**src/rtl/logic_op_pkg.sv**
```systemverilog
// rtl/logic_op_pkg.sv - opcode constants shared by the logic-op scheduler and its logic unit
package logic_op_pkg;

    localparam int OP_W = 3;

    localparam logic [OP_W-1:0] OP_AND  = 3'd0;
    localparam logic [OP_W-1:0] OP_OR   = 3'd1;
    localparam logic [OP_W-1:0] OP_NAND = 3'd2;
    localparam logic [OP_W-1:0] OP_NOR  = 3'd3;
    localparam logic [OP_W-1:0] OP_NOT  = 3'd4;
    localparam logic [OP_W-1:0] OP_XOR  = 3'd5;
    localparam logic [OP_W-1:0] OP_XNOR = 3'd6;
    localparam logic [OP_W-1:0] OP_RSVD = 3'd7;

endpackage

```
**src/rtl/logic_unit.sv**
```systemverilog
// rtl/logic_unit.sv - combinational bitwise logic unit, one 2-input gate slice per bit
// Ports: op (opcode), a/b (operands, b unused for NOT) -> y (result, 0 when reserved), err (reserved opcode)
module logic_unit
    import logic_op_pkg::*;
#(
    parameter int WIDTH = 8
) (
    input  logic [OP_W-1:0]  op,
    input  logic [WIDTH-1:0] a,
    input  logic [WIDTH-1:0] b,
    output logic [WIDTH-1:0] y,
    output logic             err
);

    assign err = (op == OP_RSVD);

    for (genvar gi = 0; gi < WIDTH; gi++) begin : g_bit
        logic and_o;
        logic or_o;
        logic xor_o;
        logic bit_y;

        // Only AND/OR/XOR gates per bit; the inverted ops reuse their outputs.
        assign and_o = a[gi] & b[gi];
        assign or_o  = a[gi] | b[gi];
        assign xor_o = a[gi] ^ b[gi];

        always_comb begin
            bit_y = 1'b0;
            case (op)
                OP_AND:  bit_y = and_o;
                OP_OR:   bit_y = or_o;
                OP_NAND: bit_y = ~and_o;
                OP_NOR:  bit_y = ~or_o;
                OP_NOT:  bit_y = ~a[gi];
                OP_XOR:  bit_y = xor_o;
                OP_XNOR: bit_y = ~xor_o;
                default: bit_y = 1'b0;
            endcase
        end

        assign y[gi] = bit_y;
    end

endmodule

```
**src/rtl/logic_op_scheduler.sv**
```systemverilog
// rtl/logic_op_scheduler.sv - round-robin sharing of one logic unit among NREQ requesters
// Ports: req_valid/req_ready/req_op/req_a/req_b (per-requester request channels),
//        rsp_valid/rsp_ready/rsp_id/rsp_data/rsp_err (registered response), op_count (accept counter)
module logic_op_scheduler
    import logic_op_pkg::*;
#(
    parameter int NREQ  = 4,
    parameter int WIDTH = 8
) (
    input  logic                     clk,
    input  logic                     rst_n,
    input  logic [NREQ-1:0]          req_valid,
    output logic [NREQ-1:0]          req_ready,
    input  logic [OP_W*NREQ-1:0]     req_op,
    input  logic [WIDTH*NREQ-1:0]    req_a,
    input  logic [WIDTH*NREQ-1:0]    req_b,
    output logic                     rsp_valid,
    input  logic                     rsp_ready,
    output logic [$clog2(NREQ)-1:0]  rsp_id,
    output logic [WIDTH-1:0]         rsp_data,
    output logic                     rsp_err,
    output logic [15:0]              op_count
);

    localparam int IDW = $clog2(NREQ);

    logic [IDW-1:0]   ptr_q, ptr_d;
    logic             rsp_valid_q, rsp_valid_d;
    logic [IDW-1:0]   rsp_id_q, rsp_id_d;
    logic [WIDTH-1:0] rsp_data_q, rsp_data_d;
    logic             rsp_err_q, rsp_err_d;
    logic [15:0]      count_q, count_d;

    logic             found;
    logic [IDW-1:0]   win;
    logic             slot_free;
    logic             accept;
    logic [OP_W-1:0]  sel_op;
    logic [WIDTH-1:0] sel_a;
    logic [WIDTH-1:0] sel_b;
    logic [WIDTH-1:0] lu_y;
    logic             lu_err;

    // Rotating-priority search: first valid requester at or after ptr.
    always_comb begin
        int s;
        found = 1'b0;
        win   = '0;
        for (int k = 0; k < NREQ; k++) begin
            s = int'(ptr_q) + k;
            if (s >= NREQ) begin
                s = s - NREQ;
            end
            if (!found && req_valid[IDW'(s)]) begin
                found = 1'b1;
                win   = IDW'(s);
            end
        end
    end

    assign slot_free = !rsp_valid_q || rsp_ready;
    // rst_n gate keeps req_ready low while reset is held, when the slot otherwise looks free.
    assign accept    = found && slot_free && rst_n;
    assign req_ready = accept ? (NREQ'(1) << win) : '0;

    assign sel_op = req_op[int'(win)*OP_W +: OP_W];
    assign sel_a  = req_a[int'(win)*WIDTH +: WIDTH];
    assign sel_b  = req_b[int'(win)*WIDTH +: WIDTH];

    logic_unit #(.WIDTH(WIDTH)) u_logic_unit (
        .op  (sel_op),
        .a   (sel_a),
        .b   (sel_b),
        .y   (lu_y),
        .err (lu_err)
    );

    always_comb begin
        ptr_d       = ptr_q;
        rsp_valid_d = rsp_valid_q;
        rsp_id_d    = rsp_id_q;
        rsp_data_d  = rsp_data_q;
        rsp_err_d   = rsp_err_q;
        count_d     = count_q;
        if (accept) begin
            rsp_valid_d = 1'b1;
            rsp_id_d    = win;
            rsp_data_d  = lu_err ? '0 : lu_y;
            rsp_err_d   = lu_err;
            ptr_d       = (win == IDW'(NREQ - 1)) ? '0 : win + IDW'(1);
            count_d     = count_q + 16'd1;
        end else if (rsp_ready) begin
            rsp_valid_d = 1'b0;
        end
    end

    always_ff @(posedge clk or negedge rst_n) begin
        if (!rst_n) begin
            ptr_q       <= '0;
            rsp_valid_q <= 1'b0;
            rsp_id_q    <= '0;
            rsp_data_q  <= '0;
            rsp_err_q   <= 1'b0;
            count_q     <= '0;
        end else begin
            ptr_q       <= ptr_d;
            rsp_valid_q <= rsp_valid_d;
            rsp_id_q    <= rsp_id_d;
            rsp_data_q  <= rsp_data_d;
            rsp_err_q   <= rsp_err_d;
            count_q     <= count_d;
        end
    end

    assign rsp_valid = rsp_valid_q;
    assign rsp_id    = rsp_id_q;
    assign rsp_data  = rsp_data_q;
    assign rsp_err   = rsp_err_q;
    assign op_count  = count_q;

endmodule

```
**config.mk**
```make
export PLATFORM = sky130hd
export DESIGN_NAME = logic_op_scheduler
export DESIGN_NICKNAME = d
export VERILOG_FILES = /design/src/rtl/logic_op_pkg.sv /design/src/rtl/logic_unit.sv /design/src/rtl/logic_op_scheduler.sv
export SDC_FILE = /design/constraint.sdc
export NUM_CORES = 1
export LEC_CHECK = 0
export ABC_AREA = 1
export BUFFER_PORTS_ARGS = -buffer_cell sky130_fd_sc_hd__buf_2
export CAP_MARGIN = 20
export CELL_PAD_IN_SITES_DETAIL_PLACEMENT = 1
export CELL_PAD_IN_SITES_GLOBAL_PLACEMENT = 1
export CORE_ASPECT_RATIO = 0.7
export CORE_MARGIN = 10
export CORE_UTILIZATION = 31
export DETAILED_ROUTE_END_ITERATION = 16
export PLACE_DENSITY = 0.74
export SLEW_MARGIN = 20
export SYNTH_ARGS = -nofsm -noshare
export SYNTH_HDL_FRONTEND = slang
export SYNTH_SLANG_ARGS = --single-unit
```
**constraint.sdc**
```tcl
create_clock -name clk -period 2.7 [get_ports clk]
set_input_delay 0.135 -clock clk [delete_from_list [all_inputs] [get_ports clk]]
set_output_delay 0.135 -clock clk [all_outputs]
set_load 0.1 [all_outputs]
```
==> results of run 1 <==
## final cells by class
type                    count  area (sq um)
repair buffers            182          1290
clock buffers               6           139
repair inverters            1          3.75
inverters                  82           325
fillers                  1375          5140
well taps                 132           165
multi-input cells         416          2610
flip-flops and latches     30           753
## path summary, 6_finish.rpt
path	startpoint	to	cells past startpoint
min in group asynchronous	rst_n	rsp_valid$_DFFE_PN0P_	3
min	rsp_ready	rsp_valid$_DFFE_PN0P_	4
max	ptr_q[0]$_DFFE_PN0P_	rsp_data[6]$_DFFE_PN0P_	20
max reg2reg	ptr_q[0]$_DFFE_PN0P_	rsp_data[6]$_DFFE_PN0P_	20
max in group asynchronous	rst_n	ptr_q[1]$_DFFE_PN0P_	3
min reg2reg	rsp_data[7]$_DFFE_PN0P_	rsp_data[7]$_DFFE_PN0P_	2
## routing by layer
| metal | up-vias | GRT usage [%] | routed length, um |
|---|---|---|---|
| li1 | 2046 | - | - |
| met1 | 1968 | 22.7 | 6630 |
| met2 | 93 | 30.5 | 6820 |
| met3 | 6 | 3.84 | 754 |
| met4 | 0 | 2.40 | 59 |
| met5 | - | 0 | 0 |
## per-stage QoR
step	util, %	worst slack (ns)	std cells	setup TNS (ns)	hold WS (ns)
floorplan	-	0.00415	551	0	-0.161
global placement	43.2	-0.214	827	-1.14	0.200
detailed placement	43.2	-0.282	827	-2.03	0.208
CTS	49.2	-0.113	847	-0.658	0.168
global route	50.7	-0.315	849	-2.26	0.178
finish	50.7	-0.120	849	-0.565	0.162
## Yosys cell counts (all sizes together)
cell type and number:
inv 82, o31ai 1, nand4 16, ha 21, xnor2 7, or2 1, clkbuf 2, a32oi 8
and2 1, o21ai 10, dfrtp 30, nand2 226, nand3 70, xor2 8, nor2 46, nor3 1
buf 21
## cells in the final DEF, fill, tap and decap left out, types with 12 or more instances in the layout
cell type  synthesis  routed
buf_2             11     110
nand3_1           63      52
inv_2              3      13
nand3_2            6      15
inv_1             78      66
nand2_4            1      13
ha_1              21      12
nand4_1           16      16
nor2_1            40      27
dfrtp_1           30      28
nand2_1          215     186
nand2_2           10      27
buf_4              5      52
## cells by family (layout without fill, tap and decap cells)
group	count (synthesis)	count (layout)
adder cells (fa/ha/maj)	21	21
AND/OR/NAND/NOR	361	361
XOR/XNOR	15	15
flip-flops	30	30
buffers and inverters	105	271
AO/OA/AOI/OAI	19	19
## what timing repair did
| action | in CTS | in global routing |
|---|---|---|
| hold buffers | 1 | 0 |
| endpoints found under the hold margin | 30 | 0 |
| endpoints found under the setup margin | 12 | 13 |
| gates resized for setup | 80 | 41 |
| buffers inserted | 10 | 2 |
| gates cloned | 3 | 1 |
| pin swaps | 32 | 12 |
## sequential cells by signal (all words and copies together), names as in the netlist
signal and flops:
rsp_err 1, ptr_q 2, rsp_data 8, rsp_id 2, op_count 16, rsp_valid 1
## worst max-delay path, cell delays in order, from the launching register on
cell and delay, ns:
dfrtp_2 0.48, buf_6 0.16, nand2_1 0.05, nand2_1 0.07, nand2_2 0.08, nand2_2 0.07
nor2_4 0.13, nand3_4 0.10, nand3_4 0.14, buf_6 0.20, nand2_1 0.11, a32oi_2 0.27
inv_1 0.07, ha_1 0.27, inv_1 0.05, nand3_1 0.09, nand2_1 0.07, nor2_2 0.12
nand2_1 0.06, nand2_1 0.05, nand2_1 0.05
==> results_dict.tcl, run 1 <==
set metrics [dict create \
    r2r_slack_ns -0.12 \
    track_usage_pct 17.8 \
    place_area_sq_um 4510 \
    synth_mux_area_share_pct 0 \
    tritoncts "yes" \
    h-tree-depth 2 \
    min_period_ns 2.82 \
    synthSimpleGateAreaFrac_pct 48.0 \
    antennaDiodeCount 0 \
    setup_viol 8 \
    clock-sinks 30 \
    synth_top_family_by_area "simple AND/OR/NAND/NOR gates" \
    die_w_um 144 \
    violations "negative setup slack" \
    root_buffer "clkbuf_16" \
    wl_per_cell_um 16.8 \
    final_layout_size_suffix_gt1_share_pct 42.5 \
    worst_ep_arrival_time_ns 2.98 \
    vias 4113 \
    cts_buffers 5 \
    coreArea_sq_um 10400 \
    ys_seq_elements 30 \
    yosysTopAreaCell "nand2_1" \
    final_area_sq_um 5290 \
    drv_slew 0 \
    synth-adder-area-share_pct 7.87 \
    slew_headroom_pct 65.8 \
    die-area_sq_um 15400 \
    hold_violations 0 \
    synth.top_cell.area_share_pct 24.2 \
    rsz0062_at_grt "true" \
    drt_iter0_drc 229 \
    cp_max_fo 18 \
    critPathLaunchType "register" \
    grt_pass1_vias 4567 \
    portBuffers 114 \
    finalNetCount 822 \
    vias_per_cell 4.84 \
    fin_ws_ns -0.120 \
    synth_compound_area_share_pct 3.82 \
    syn_to_final_growth_pct 58.6 \
    drt-pass1-iter-count 4 \
    holdCritPathClass "input port to register" \
    yosys_warnings 0 \
    row_count 31 \
    ant_nets 0 \
    clk_pin_slew_ns 0.05 \
    dp_hpwl_um 10700 \
    endpoint_kind "register" \
    clockBufferDepth 2 \
    clock_latency_ns 0.27 \
    path_class "register to register" \
    grt_pass1_wl_um 22600 \
    routabilityCongestion 0.833 \
    grt_overflow 0 \
    syn_area_per_cell_sq_um 6.06 \
    antenna_found_initial 0 \
    syn-instance-count 551 \
    fmax_mhz 355 \
    grt_max_degree 31 \
    synth_area_sq_um 3340 \
    wirelength_um 14300 \
    synth_nets 655 \
    synthXorXnorAreaFrac_pct 3.94 \
    io_pins 115 \
    die_h_um 107 \
    status "complete, but fails checks" \
    worst_slew_pin_slew_ns 0.516 \
    remaining_drc_errors 0 \
    min_period_over_period_pct 104 \
    fin_skew_ns 0.00441 \
    start_util_pct 32.0 \
    yosysSeqAreaShare_pct 22.5 \
    synth_cell_type_count 30 \
    maxCapViolCount 0 \
    ys_top_cells_by_area "nand2_1 24%, dfrtp_1 22%, nand3_1 9.4%, inv_1 8.8%, ha_1 7.9%" \
    crit_required_ns 2.86 \
]
Power of run 1 is not shown: default switching activity piles up to over one toggle a cycle in this logic, so the estimate is an artifact.
==> inputs of run 2 (changes only) <==
--- a/config.mk
+++ b/config.mk
@@ -15,4 +15,5 @@
 export CORE_UTILIZATION = 31
 export DETAILED_ROUTE_END_ITERATION = 16
+export GPL_TIMING_DRIVEN = 0
 export PLACE_DENSITY = 0.74
 export SLEW_MARGIN = 20
@@ -20,2 +21,3 @@
 export SYNTH_HDL_FRONTEND = slang
 export SYNTH_SLANG_ARGS = --single-unit
+export TNS_END_PERCENT = 20
==> constraint.sdc (replaced) <==
create_clock -name clk -period 2.7 [get_ports clk]
set_input_delay 0.405 -clock clk [delete_from_list [all_inputs] [get_ports clk]]
set_output_delay 0.405 -clock clk [all_outputs]
set_load 0.1 [all_outputs]
==> run 2 against run 1 <==
  * The flow still finishes with violations (negative setup slack)
  * Critical path depth grew 4
  * Wire length is 1.7% higher
  * Clock skew about the same
  * Count of clock-buffer cells in the layout increased by 1
  * Fmax decreased by 5.4%
  * Final area increased by 0.87%
  * Via count increased by 0.80%
  * Flip-flop and latch count stayed put
  * Final cell count rose by 0.71%
  * Sequential share of layout area fell by 0.15 points
  * Worst hold slack improved by 0.027 ns
  * Global-route usage up 1.3 points
==> results_dict.tcl, run 2 (same netlist as run 1, synthesis figures left out) <==
set metrics [dict create \
    layout_commonest_cell "nand2_1" \
    maxCapViolCount 0 \
    min_period_ns 2.98 \
    root_buffer "clkbuf_16" \
    wl_per_cell_um 17.0 \
    cts_buffers 5 \
    drv_slew 0 \
    remaining_drc_errors 0 \
    row_count 31 \
    grt_max_degree 32 \
    cp.depth 24 \
    clk_pin_slew_ns 0.05 \
    slowest_stage "dfrtp_1" \
    setup.worst_path.start "ptr_q[0]$_DFFE_PN0P_" \
    reg2reg_to "rsp_data[6]$_DFFE_PN0P_" \
    critPathLaunchType "register" \
    vias 4146 \
    dp_hpwl_um 10200 \
    portBuffers 114 \
    wirelength_um 14500 \
    mostFrequentLayoutCells "190 x nand2_1, 117 x buf_2, 68 x inv_1" \
    die-area_sq_um 15400 \
    r2r_slack_ns -0.28 \
    holdCritPathClass "input port to asynchronous set/reset pin" \
    nFillCells 1387 \
    fin_ws_ns -0.280 \
    critical_path.top_delay_family "simple AND/OR/NAND/NOR gates" \
    drt_iter0_drc 136 \
    antenna_found_initial 0 \
    die_w_um 144 \
    hold_violations 0 \
    dp_slack_ns -0.664 \
    cp_num_buf_inv 8 \
    rsz0062_at_grt "true" \
    violations "negative setup slack" \
    min_period_over_period_pct 110 \
    endpoint_kind "register" \
    crit_path_end "rsp_data[6]$_DFFE_PN0P_" \
    h-tree-depth 2 \
    cp_max_fo 6 \
    largest_register_ffs 16 \
    worst_ep_arrival_time_ns 3.14 \
    clockBufferDepth 2 \
    syn_to_final_growth_pct 60.0 \
    start_util_pct 32.0 \
    status "complete, but fails checks" \
    r2r_cells 24 \
    final-seq-area_sq_um 752 \
    track_usage_pct 19.1 \
    reg2reg_from "ptr_q[0]$_DFFE_PN0P_" \
    finalNetCount 826 \
    die_h_um 107 \
    coreArea_sq_um 10400 \
    clock-sinks 30 \
    grt_pass1_wl_um 24200 \
    path_class "register to register" \
    drt-pass1-iter-count 4 \
    io_pins 115 \
    fin_skew_ns 0.00421 \
    grt_overflow 0 \
    slowest_delay_ns 0.38 \
    antennaDiodeCount 0 \
    grt_pass1_vias 4702 \
    fmax_mhz 336 \
    tritoncts "yes" \
    routabilityCongestion 0.821 \
    final_layout_size_suffix_gt1_share_pct 40.1 \
    ant_nets 0 \
    crit_required_ns 2.86 \
    worst_slew_pin_slew_ns 0.728 \
    crit_path_cell_trace "buf_6, inv_8, nand2_4, nand2_4, nand2_4, nand2_2, nor2_4, nand3_4, nand3_4, buf_8, buf_8, buf_8, buf_16, nand2_1, a32oi_2, inv_1, ha_1, inv_2, nand3_1, nand2_1, nor2_1, nand2_1, nand2_1, nand2_1" \
    multi_input_area_sq_um 2550 \
    cp_common_cell "nand2_1" \
    setup_viol 13 \
    slew_headroom_pct 51.5 \
    clock_latency_ns 0.27 \
    vias_per_cell 4.85 \
]
## run 2: cell count changes in the layout (fill, tap and decap cells not counted), sizes merged
cell         delta
dlygate4sd3     -1
bufbuf          +2
clkinv          +1
clkbuf          +2
buf             +2
## run 2: timing repair
action | 4_1_cts | 5_1_grt
gates cloned | 7 | 0
pin swaps | 47 | 17
resized for setup | 111 | 15
hold buffers | 0 | 0
setup buffers | 41 | 2
setup endpoints to repair | 14 | 19
## run 2: area by class of cell
class | count | area share (%)
Multi-Input combinational cell | 416 | 47.8
Timing Repair Buffer | 163 | 21.5
Sequential cell | 30 | 14.1
Inverter | 82 | 6.09
Buffer | 23 | 4.52
Tap cell | 132 | 3.09
Clock buffer | 7 | 2.67
Timing Repair inverter | 1 | 0.117
Clock inverter | 1 | 0.0937
## run 2: metal layers
metal / track usage (%) / up-vias / wire (um)
li1: - / 2058 / -
met5: 0 / - / 0
met3: 4.76 / 6 / 906
met4: 2.25 / 0 / 61
met2: 33.8 / 89 / 7220
met1: 23.4 / 1993 / 6320
## run 2: stage by stage
step | util, % | hold slack [ns] | instances | instance area, sq um | TNS, ns
floorplan | - | 0.109 | 551 | 3430 | -0.0243
global placement | 39.9 | 0.460 | 797 | 4170 | -4.84
detailed placement | 39.9 | 0.469 | 797 | 4170 | -6.14
CTS | 50.3 | 0.198 | 853 | 5250 | -2.37
global route | 51.2 | 0.243 | 855 | 5340 | -5.75
finish | 51.2 | 0.189 | 855 | 5340 | -2.74
## run 2: how the worst min path moves through the flow
stage / start / cells after the start / endpoint / slack [ns]
floorplan: rst_n / 0 / op_count[0]$_DFFE_PN0P_ / 0.11
global placement: op_count[15]$_DFFE_PN0P_ / 1 / op_count[15]$_DFFE_PN0P_ / 0.46
detailed placement: rsp_data[4]$_DFFE_PN0P_ / 2 / rsp_data[4]$_DFFE_PN0P_ / 0.47
CTS: rst_n / 1 / op_count[5]$_DFFE_PN0P_ / 0.20
global route: rst_n / 1 / op_count[5]$_DFFE_PN0P_ / 0.24
finish: rst_n / 1 / op_count[5]$_DFFE_PN0P_ / 0.19
Power of run 2 is left out for the same reason.
